==> config.mk <==
export PLATFORM = sky130hd
export DESIGN_NAME = stream_wrr_scheduler_flat
export DESIGN_NICKNAME = d
export VERILOG_FILES = /design/src/rtl/stream_wrr_scheduler_if.sv /design/src/rtl/stream_wrr_scheduler.sv /design/src/flat_wrapper.sv
export SDC_FILE = /design/constraint.sdc
export NUM_CORES = 1
export LEC_CHECK = 0
export ABC_AREA = 1
export CAP_MARGIN = 20
export CORE_ASPECT_RATIO = 1.25
export CORE_MARGIN = 4
export CORE_UTILIZATION = 24
export CTS_CLUSTER_SIZE = 40
export DETAILED_ROUTE_END_ITERATION = 6
export HOLD_SLACK_MARGIN = 0.08
export MAX_ROUTING_LAYER = met4
export PLACE_DENSITY = 0.54
export RECOVER_POWER = 25
export SLEW_MARGIN = 20
export SYNTH_ARGS = -nofsm -noshare
export SYNTH_HDL_FRONTEND = slang
export SYNTH_SLANG_ARGS = --single-unit
==> constraint.sdc <==
create_clock -name clk -period 2.6 [get_ports clk]
set_input_delay 0.52 -clock clk [delete_from_list [all_inputs] [get_ports clk]]
set_output_delay 0.52 -clock clk [all_outputs]
set_load 0.02 [all_outputs]
==> src/rtl/stream_wrr_scheduler_if.sv <==
// Stream bundle between the WRR scheduler and the fabric: STREAM_COUNT slave
// streams in, one merged master stream out.
interface stream_wrr_scheduler_if #(
    parameter int T_DATA_WIDTH = 8,
    parameter int STREAM_COUNT = 4,
    parameter int T_ID___WIDTH = $clog2(STREAM_COUNT)
);
    logic [STREAM_COUNT-1:0][T_DATA_WIDTH-1:0] s_data_in;
    logic [STREAM_COUNT-1:0]                   s_last_in;
    logic [STREAM_COUNT-1:0]                   s_valid_in;
    logic [STREAM_COUNT-1:0]                   s_ready_out;
    logic [T_DATA_WIDTH-1:0]                   m_data_out;
    logic [T_ID___WIDTH-1:0]                   m_id_out;
    logic                                      m_last_out;
    logic                                      m_valid_out;
    logic                                      m_ready_in;

    // slave: the scheduler; master: the fabric feeding sources and sinking the merge
    modport slave (
        input  s_data_in, s_last_in, s_valid_in, m_ready_in,
        output s_ready_out, m_data_out, m_id_out, m_last_out, m_valid_out
    );
    modport master (
        output s_data_in, s_last_in, s_valid_in, m_ready_in,
        input  s_ready_out, m_data_out, m_id_out, m_last_out, m_valid_out
    );
endinterface

==> src/rtl/stream_wrr_scheduler.sv <==
// Packet-atomic weighted round-robin merge of STREAM_COUNT streams; per-stream
// beat credits reload from the weights once no requester has credit left.
module stream_wrr_credit #(
    parameter int WEIGHT_WIDTH = 4
) (
    input  logic                    clk,
    input  logic                    rst_n,
    input  logic                    reload_i,
    input  logic                    dec_i,
    input  logic [WEIGHT_WIDTH-1:0] weight_i,
    output logic                    nz_o
);
    logic [WEIGHT_WIDTH-1:0] credit_q;

    // Saturating: beats past the budget inside one packet are not carried over.
    always_ff @(posedge clk or negedge rst_n) begin
        if (!rst_n) begin
            credit_q <= '0;
        end else if (reload_i) begin
            credit_q <= weight_i;
        end else if (dec_i && credit_q != '0) begin
            credit_q <= credit_q - WEIGHT_WIDTH'(1);
        end
    end

    assign nz_o = |credit_q;
endmodule

module stream_wrr_scheduler #(
    parameter int T_DATA_WIDTH = 8,
    parameter int STREAM_COUNT = 4,
    parameter int T_ID___WIDTH = $clog2(STREAM_COUNT),
    parameter int WEIGHT_WIDTH = 4
) (
    input  logic                                       clk,
    input  logic                                       rst_n,
    stream_wrr_scheduler_if.slave                      bus,
    input  logic [STREAM_COUNT-1:0][WEIGHT_WIDTH-1:0]  s_weight_in,
    output logic                                       epoch_out
);
    typedef enum logic [0:0] {IDLE, ACTIVE} state_e;

    state_e                  state_q;
    logic [T_ID___WIDTH-1:0] sel_q, sel_d;
    logic [T_ID___WIDTH-1:0] rr_ptr_q, rr_ptr_d;
    logic                    epoch_q;

    logic [STREAM_COUNT-1:0] credit_nz, elig, dec, s_ready, rot;
    logic [T_ID___WIDTH:0]   cand;
    logic [T_DATA_WIDTH-1:0] sel_data;
    logic                    active, any_elig, reload, sel_valid, beat, last_beat;

    for (genvar i = 0; i < STREAM_COUNT; i++) begin : g_lane
        stream_wrr_credit #(.WEIGHT_WIDTH(WEIGHT_WIDTH)) u_credit (
            .clk      (clk),
            .rst_n    (rst_n),
            .reload_i (reload),
            .dec_i    (dec[i]),
            .weight_i (s_weight_in[i]),
            .nz_o     (credit_nz[i])
        );
    end

    assign elig = bus.s_valid_in & credit_nz;

    // Rotate so bit k is stream (rr_ptr+k) mod N; lowest k wins.
    always_comb begin
        sel_d    = sel_q;
        any_elig = 1'b0;
        cand     = '0;
        rot      = STREAM_COUNT'({elig, elig} >> rr_ptr_q);
        for (int k = STREAM_COUNT - 1; k >= 0; k--) begin
            if (rot[k]) begin
                cand = {1'b0, rr_ptr_q} + (T_ID___WIDTH + 1)'(k);
                if (cand >= (T_ID___WIDTH + 1)'(STREAM_COUNT)) begin
                    cand = cand - (T_ID___WIDTH + 1)'(STREAM_COUNT);
                end
                sel_d    = cand[T_ID___WIDTH-1:0];
                any_elig = 1'b1;
            end
        end
    end

    assign active    = (state_q == ACTIVE);
    assign sel_valid = active & bus.s_valid_in[sel_q];
    assign beat      = sel_valid & bus.m_ready_in;
    assign last_beat = beat & bus.s_last_in[sel_q];
    assign reload    = ~active & ~any_elig & (|bus.s_valid_in);
    assign rr_ptr_d  = (sel_q == T_ID___WIDTH'(STREAM_COUNT - 1)) ? '0
                                                                 : sel_q + T_ID___WIDTH'(1);

    always_comb begin
        s_ready = '0;
        dec     = '0;
        if (active) s_ready[sel_q] = bus.m_ready_in;
        if (beat)   dec[sel_q]     = 1'b1;
    end

    assign sel_data        = bus.s_data_in[sel_q];
    assign bus.s_ready_out = s_ready;
    assign bus.m_valid_out = sel_valid;
    assign bus.m_last_out  = active & bus.s_last_in[sel_q];
    assign bus.m_data_out  = active ? sel_data : '0;
    assign bus.m_id_out    = active ? sel_q : '0;
    assign epoch_out       = epoch_q;

    // Grant is taken regardless of m_ready_in; a reload cycle never grants.
    always_ff @(posedge clk or negedge rst_n) begin
        if (!rst_n) begin
            state_q  <= IDLE;
            sel_q    <= '0;
            rr_ptr_q <= '0;
            epoch_q  <= 1'b0;
        end else begin
            epoch_q <= 1'b0;
            case (state_q)
                IDLE: begin
                    if (any_elig) begin
                        sel_q   <= sel_d;
                        state_q <= ACTIVE;
                    end else if (reload) begin
                        epoch_q <= 1'b1;
                    end
                end
                ACTIVE: begin
                    if (last_beat) begin
                        state_q  <= IDLE;
                        rr_ptr_q <= rr_ptr_d;
                    end
                end
                default: state_q <= IDLE;
            endcase
        end
    end
endmodule

==> src/flat_wrapper.sv <==
// flat-port wrapper written by rule: the top's interface ports become plain ports
module stream_wrr_scheduler_flat 
#(
    parameter int T_DATA_WIDTH = 8,
    parameter int STREAM_COUNT = 4,
    parameter int T_ID___WIDTH = $clog2(STREAM_COUNT),
    parameter int WEIGHT_WIDTH = 4
)
  (clk, rst_n, s_weight_in, epoch_out, bus_s_data_in, bus_s_last_in, bus_s_valid_in, bus_m_ready_in, bus_s_ready_out, bus_m_data_out, bus_m_id_out, bus_m_last_out, bus_m_valid_out);
  stream_wrr_scheduler_if #(.T_DATA_WIDTH(T_DATA_WIDTH), .STREAM_COUNT(STREAM_COUNT), .T_ID___WIDTH(T_ID___WIDTH)) bus_i ();
  input  logic clk;
  input  logic rst_n;
  input  logic [STREAM_COUNT-1:0][WEIGHT_WIDTH-1:0] s_weight_in;
  output logic epoch_out;
  input wire logic [$bits(bus_i.s_data_in)-1:0] bus_s_data_in;
  input wire logic [$bits(bus_i.s_last_in)-1:0] bus_s_last_in;
  input wire logic [$bits(bus_i.s_valid_in)-1:0] bus_s_valid_in;
  input wire logic [$bits(bus_i.m_ready_in)-1:0] bus_m_ready_in;
  output wire logic [$bits(bus_i.s_ready_out)-1:0] bus_s_ready_out;
  output wire logic [$bits(bus_i.m_data_out)-1:0] bus_m_data_out;
  output wire logic [$bits(bus_i.m_id_out)-1:0] bus_m_id_out;
  output wire logic [$bits(bus_i.m_last_out)-1:0] bus_m_last_out;
  output wire logic [$bits(bus_i.m_valid_out)-1:0] bus_m_valid_out;
  assign bus_i.s_data_in = bus_s_data_in;
  assign bus_i.s_last_in = bus_s_last_in;
  assign bus_i.s_valid_in = bus_s_valid_in;
  assign bus_i.m_ready_in = bus_m_ready_in;
  assign bus_s_ready_out = bus_i.s_ready_out;
  assign bus_m_data_out = bus_i.m_data_out;
  assign bus_m_id_out = bus_i.m_id_out;
  assign bus_m_last_out = bus_i.m_last_out;
  assign bus_m_valid_out = bus_i.m_valid_out;
  stream_wrr_scheduler #(.T_DATA_WIDTH(T_DATA_WIDTH), .STREAM_COUNT(STREAM_COUNT), .T_ID___WIDTH(T_ID___WIDTH), .WEIGHT_WIDTH(WEIGHT_WIDTH)) u_core (.clk(clk), .rst_n(rst_n), .bus(bus_i), .s_weight_in(s_weight_in), .epoch_out(epoch_out));
endmodule
* Yosys cells after proc, flatten, opt, wreduce, memory -nomap -nowiden
Index checks and enable logic that the tools add are counted.
** Storage, ports and cells
- Register bits :: 22
- Logic and storage cells :: 98
- Input bits :: 59
** Cells by class
- Bitwise logic cells :: 10
- Equal/unequal tests :: 1
- $add $sub $neg :: 12
- Magnitude comparators :: 6
- Shift-type cells :: 1
- Reduce and logical (&&, ||, !) cells :: 21
- Mux-type cells :: 39
** Operators by type and width (count)
- $mux W4 :: 10
- $mux W2 :: 10
- $reduce_bool A4 Y1 :: 5
- $reduce_or A4 Y1 :: 5
- $bmux W8 S2 :: 1
- $mux W8 :: 2
- $sub A4 B1 Y4 const B :: 4
- $mux W1 :: 12
- $ge A3 B3 Y1 const B :: 3
- $and A4 B4 Y4 :: 2
- $reduce_bool A2 Y1 :: 4
- $shr A8 B2 Y4 :: 1
- $sub A2 B1 Y2 const B :: 4
- $add A2 B2 Y3 const B :: 2
- $and A1 B1 Y1 :: 6
- $logic_and A1 B1 Y1 :: 5
- $bmux W1 S2 :: 2
- $add A2 B1 Y3 const B :: 1
- $ge A2 B3 Y1 const B :: 1
- $lt A2 B3 Y1 const B :: 1
- $reduce_and A3 Y1 :: 1
- $add A2 B1 Y2 const B :: 1
- $demux W1 S2 :: 1
- $eq A2 B2 Y1 const B :: 1
- other kinds (4) :: 5

* Logic depth before layout (Yosys ltp)
- Depth after elaboration :: 13
- Depth in mapped cells :: 13
- Mapped depth without buffers :: 12

* By module
From an unflattened synthesis, not the netlist that was laid out.
** Unflattened totals
- Cells, all modules :: 349
- Area, all modules :: 2094.5 µm²
** By module, submodules not included
- stream_wrr_credit :: cells an instance 45, sequential area each 100.1 µm², instances 4, area an instance 294.0 µm²
- stream_wrr_scheduler :: cells an instance 169, sequential area each 150.1 µm², instances 1, area an instance 918.4 µm²

* Least setup slack after synthesis
Ideal clock, no wire load.
- Path type :: register to register
- From :: reg u_core.sel_q[0]
- To :: reg u_core.g_lane[0].u_credit.credit_q[1]
- Cell stages (with the launch flop) :: 11
- Setup time :: 0.066 ns
- Period minus slack after synthesis :: 2.172 ns
- Setup slack :: 0.428 ns
- Data arrival time :: 2.106 ns
- Cells stage by stage :: dfrtp_1 > inv_2 > buf_2 > clkbuf_1 > ha_1 > inv_1 > nor2_1 > and2_1 > nand2_1 > or2_2 > nand3_2
** On the way
- Cells in the longest elaborated chain, start to end :: 7
- Elaborated cells on any way between the ends :: 12
- Classes of those cells :: 2 x order compare; 5 x mux; 2 x bitwise; 3 x reduce/logical
** RTL lines
- start: declaration :: RTL line stream_wrr_scheduler.sv:44 : logic [T_ID___WIDTH-1:0] sel_q, sel_d;
- start signal: assignment :: RTL line stream_wrr_scheduler.sv:119 : sel_q <= sel_d;
- $lt A2 B3 Y1 (implied by the code), or another cell as far along :: RTL line stream_wrr_scheduler.sv:96 : if (beat) dec[sel_q] = 1'b1;
- $logic_and A1 B1 Y1 (implied by the code) / $mux W1 (equally long branches) :: RTL line stream_wrr_scheduler.sv:96, stream_wrr_scheduler.sv:85
- $mux W1 (implied by the code) / $and A1 B1 Y1 (equally long branches) :: RTL line stream_wrr_scheduler.sv:96, stream_wrr_scheduler.sv:85
- $demux W1 S2 / $and A1 B1 Y1 (equally long branches)
- $mux W4 * :: RTL line stream_wrr_scheduler.sv:96
- $logic_and A1 B1 Y1 * :: RTL line stream_wrr_scheduler.sv:21 : end else if (dec_i && credit_q != '0) begin
- $reduce_bool A2 Y1 (no source line) *
- end signal: assignment :: RTL line stream_wrr_scheduler.sv:20 : credit_q <= weight_i;
- end signal: assignment :: RTL line stream_wrr_scheduler.sv:22 : credit_q <= credit_q - WEIGHT_WIDTH'(1);
- end: declaration :: RTL line stream_wrr_scheduler.sv:13 : logic [WEIGHT_WIDTH-1:0] credit_q;
Mark *: on every way between the ends. The rest lies on a longest branch, timed or not. The select of a mux whose other input is x is not followed.
A chain may end at the register's enable or synchronous reset.

* Worst setup path in the final report
- From :: in bus_s_last_in[1]
- To :: out bus_m_last_out
** On the way
- Cells in the longest elaborated chain, start to end :: 3
** RTL lines
- start: declaration :: RTL line flat_wrapper.sv:16 : input wire logic [$bits(bus_i.s_last_in)-1:0] bus_s_last_in;
- $bmux W1 S2 :: RTL line stream_wrr_scheduler.sv:102 : assign bus.m_last_out = active & bus.s_last_in[sel_q];
- $mux W1 (implied by the code) :: RTL line stream_wrr_scheduler.sv:102
- $and A1 B1 Y1 :: RTL line stream_wrr_scheduler.sv:102
- end: declaration :: RTL line flat_wrapper.sv:22 : output wire logic [$bits(bus_i.m_last_out)-1:0] bus_m_last_out;
No other way between the ends. The select of a mux whose other input is x is not followed.

==> run summary <==
The total power per unit cell area is 1000 mW/mm^2. The number of hold-repair buffers added at the cts stage is 0. The number of global-route vias before repair is 2104.

Summing all placed instances gives a cell area of 0.00288 sq mm. The final cell area excluding filler cells came out at 0.00292 sq mm. The core footprint came out at 0.00793 sq mm. The number of nets produced by synthesis is 365. The post-synthesis register bit count is 22. The largest net degree at the start of global routing is 23.

The final estimated routing congestion in global placement is 0.905. The final layout contains routed wiring with a total length of 5780 um. The post-layout instance count excluding filler cells came out at 473. The path class of the tightest hold or removal check is register to register. Yosys mapped the design onto 28 distinct sky130hd cell types. The clock net sink count came out at 22. The maximum cell stage delay along the critical path is 0.61 ns.

The routed via count divided by cell count is 4.41. Among the stages of the critical path, the cell type that occurs most often is sky130_fd_sc_hd__clkdlybuf4s50_1. The worst setup path is launched from an input port. The sequential share of power came out at 22.9%. The number of hold-slack violations in the final timing report came out at 0.

In the synthesized netlist, mux cells make up 0% of the area. The slowest cell on the critical path is sky130_fd_sc_hd__clkdlybuf4s50_1. After synthesis, the largest family of logic cells by area is simple AND/OR/NAND/NOR gates.

The maximum count of clock buffers along a single path is 2. Setup violations remaining at the end of the flow were counted as 0. The timing-limited maximum frequency came out at 395 MHz. The half-perimeter wire length after placement came out at 4560 um. Internal power comes to 0.00150 W. The worst slew margin relative to its limit came out at 13.1%. The arrival time of data at the critical path endpoint came out at 2.01 ns. The number of setup buffers added after CTS is 0. The wire length per cell came out at 12.2 um. The clock transition at the register clock pins on the worst setup and hold paths after CTS came out at 0.08 ns. The final number of max-transition violations came to 0. The global-route congestion overflow total is 0. The width of the die is 89.3 um. The total vias in the final route is 2086. The level count of the clock H-tree came out at 1. The number of warning messages in the yosys log came out at 0. The post-layout worst setup margin is 0.0654 ns. The wire length of the first global-routing pass came out at 9430 um. The run finished with clean final reports. In this run, CTS created clock tree buffers numbering 3.

The clock tree root driver cell is sky130_fd_sc_hd__clkbuf_8. The synthesized netlist devotes 42.9% of its cell area to simple gates. The die covers 0.00979 sq mm. The type of the worst setup path is input port to output pin. The number of DRC markers in iteration 0 came out at 51. The number of antenna cells inserted came out at 0. At the later pin of the worst-skew pair, clock insertion delay measures 0.26 ns.

The cell count after placement is 470. The initial utilization of the core area, before any placement, comes to 25.0%. TritonCTS built the clock tree. The final period demand of the worst path came out at 2.53 ns. Setup repair after global routing could not meet its margin everywhere. The height of the chip came out at 110 um. The max-capacitance violation count is 0. The compound-gate portion of the synthesized area came out at 10.4%.

The slew at the pin closest to its max-slew limit is 1.30 ns. The remaining antenna violation count after routing came out at 0. The final clock period utilization by the worst path came out at 97.5%. The number of search-and-repair iterations in the first detailed-routing pass came out at 4. STA puts the critical path data required time at 2.08 ns. The number of antenna violations at the first check in global routing came to 0.

The number of DRC violations after detailed routing is 0. The sequential-to-total area share from yosys stat is 27.8%. The boundary pin count came out at 76. The number of rows created at floorplan is 36. The quantity of gates resized following cts came out at 0. The cell count after synthesis came out at 298. The analysis attributes to cell leakage a power of 1.41 nW. The final net count is 447. The net switching power figure came out at 0.00143 W. A synthesized cell averages 6.65 sq um.

The final worst hold slack came out at 0.545 ns. The aggregate global-route resource usage came out at 12.3%. Of all nets on the critical path, the largest fanout is 2. The worst clock skew came out at 0.00289 ns. The combinational fraction of design power is 69.7%.

The fraction of final layout cells sized beyond drive strength 1 is 14.0%. The count of buffers added on input and output ports is 75. Summing the areas of all xor and xnor instances in the mapped netlist gives 3.98% of the synthesized area.

The minimum setup slack after placement is 0.0439 ns. The switching part of the total is 48.8%. The area added between synthesis and finish came out at 47.5%. The signal on the critical path passes through clkdlybuf4s50_1, nand2_1, a32oi_1, inv_1, nor2_1, clkdlybuf4s50_1. The part of the total power dissipated in the clock network is 7.3%. The worst setup path is captured at an output pin. The adder-cell area share of the yosys netlist came out at 5.05%. The maximum ir drop on the vdd rail is 0.000378 V.

The area of the mapped netlist came out at 0.00198 sq mm. The core utilization of the finished layout is 36.9%.
-- synthesized netlist by cell type (all sizes together) --
cell / number / area share [%]
nand3: 40 / 13
a21oi: 13 / 3.3
o31ai: 1 / 0.38
xnor2: 2 / 0.88
nand4: 1 / 1.1
dfrtp: 22 / 28
a32oi: 1 / 0.44
nor2: 58 / 12
nand2: 65 / 14
clkbuf: 4 / 0.76
nor3: 3 / 0.76
buf: 6 / 2.4
xor2: 7 / 3.1
and2: 3 / 0.95
inv: 35 / 6.8
o21ai: 25 / 6.3
ha: 8 / 5.1
or2: 4 / 1.3
-- flip-flops by register name (all words and copies together), names as in the netlist --
signal                           cells
u_core.g_lane.u_credit.credit_q     16
u_core.rr_ptr_q                      2
u_core.sel_q                         2
u_core.active                        1
u_core.epoch_out                     1
-- per-stage QoR --
stage	setup TNS (ns)	power (W)
floorplan	0	0.00203
global placement	0	0.00273
detailed placement	0	0.00275
CTS	0	0.00298
global route	-0.220	0.00325
finish	0	0.00292
-- critical path, delay by kind of cell --
kind / cells / cell delay, ns
buffers and inverters: 3 / 1.12
AOI/OAI and AO/OA: 1 / 0.24
and+or+nand+nor: 2 / 0.13
-- logic make-up after synthesis --
group / after synthesis
buffers and inverters: 45
adder cells (fa/ha/maj): 8
AND/OR/NAND/NOR: 174
XOR/XNOR: 9
flip-flops: 22
AO/OA/AOI/OAI: 40
-- placed cells by master (no fill, tap or decap), drive strengths merged --
master,n
a21oi,13
a32oi,1
and2,3
buf,11
clkbuf,4
clkdlybuf4s50,72
clkinv,1
dfrtp,22
dlygate4sd3,1
dlymetal6s2s,2
ha,8
inv,34
nand2,65
nand3,40
nand4,1
nor2,58
nor3,3
o21ai,25
o31ai,1
or2,4
xnor2,2
xor2,7
-- worst paths after layout --
check,start,endpoint,slack (ns),depth (start not counted)
min in group asynchronous,rst_n,u_core.rr_ptr_q[0],1.06,2
hold / removal,u_core.g_lane[2].u_credit.credit_q[1],u_core.g_lane[2].u_credit.credit_q[1],0.54,2
setup / recovery,bus_s_last_in[1],bus_m_last_out,0.07,6
setup reg to reg,u_core.g_lane[1].u_credit.credit_q[0],u_core.g_lane[0].u_credit.credit_q[0],0.77,10
hold reg to reg,u_core.g_lane[2].u_credit.credit_q[1],u_core.g_lane[2].u_credit.credit_q[1],0.54,2
max in group asynchronous,rst_n,u_core.g_lane[1].u_credit.credit_q[1],0.77,2
-- cell type report --
cell class                      instances  area, sq um
Fill cell                             872         5000
Sequential cell                        22          551
Multi-Input combinational cell        231         1230
Clock buffer                            3         41.3
Timing Repair Buffer                   87          842
Inverter                               35          135
Tap cell                               95          119
-- layer usage --
layer  routed length, um  global-route usage, %
met5                   0                      -
met4                  36                   3.09
met3                 522                   2.10
met2                2600                   21.4
met1                2620                   14.6
-- power by group through the flow --
stage                     clock (W)  combinational, W  sequential, W
after CTS                  0.000229           0.00208       0.000670
after detailed placement          0           0.00207       0.000677
after global routing       0.000238           0.00231       0.000698
after floorplan                   0           0.00139       0.000641
final                      0.000215           0.00204       0.000670
after global placement            0           0.00206       0.000673
Power figures use the tool's default switching activity.
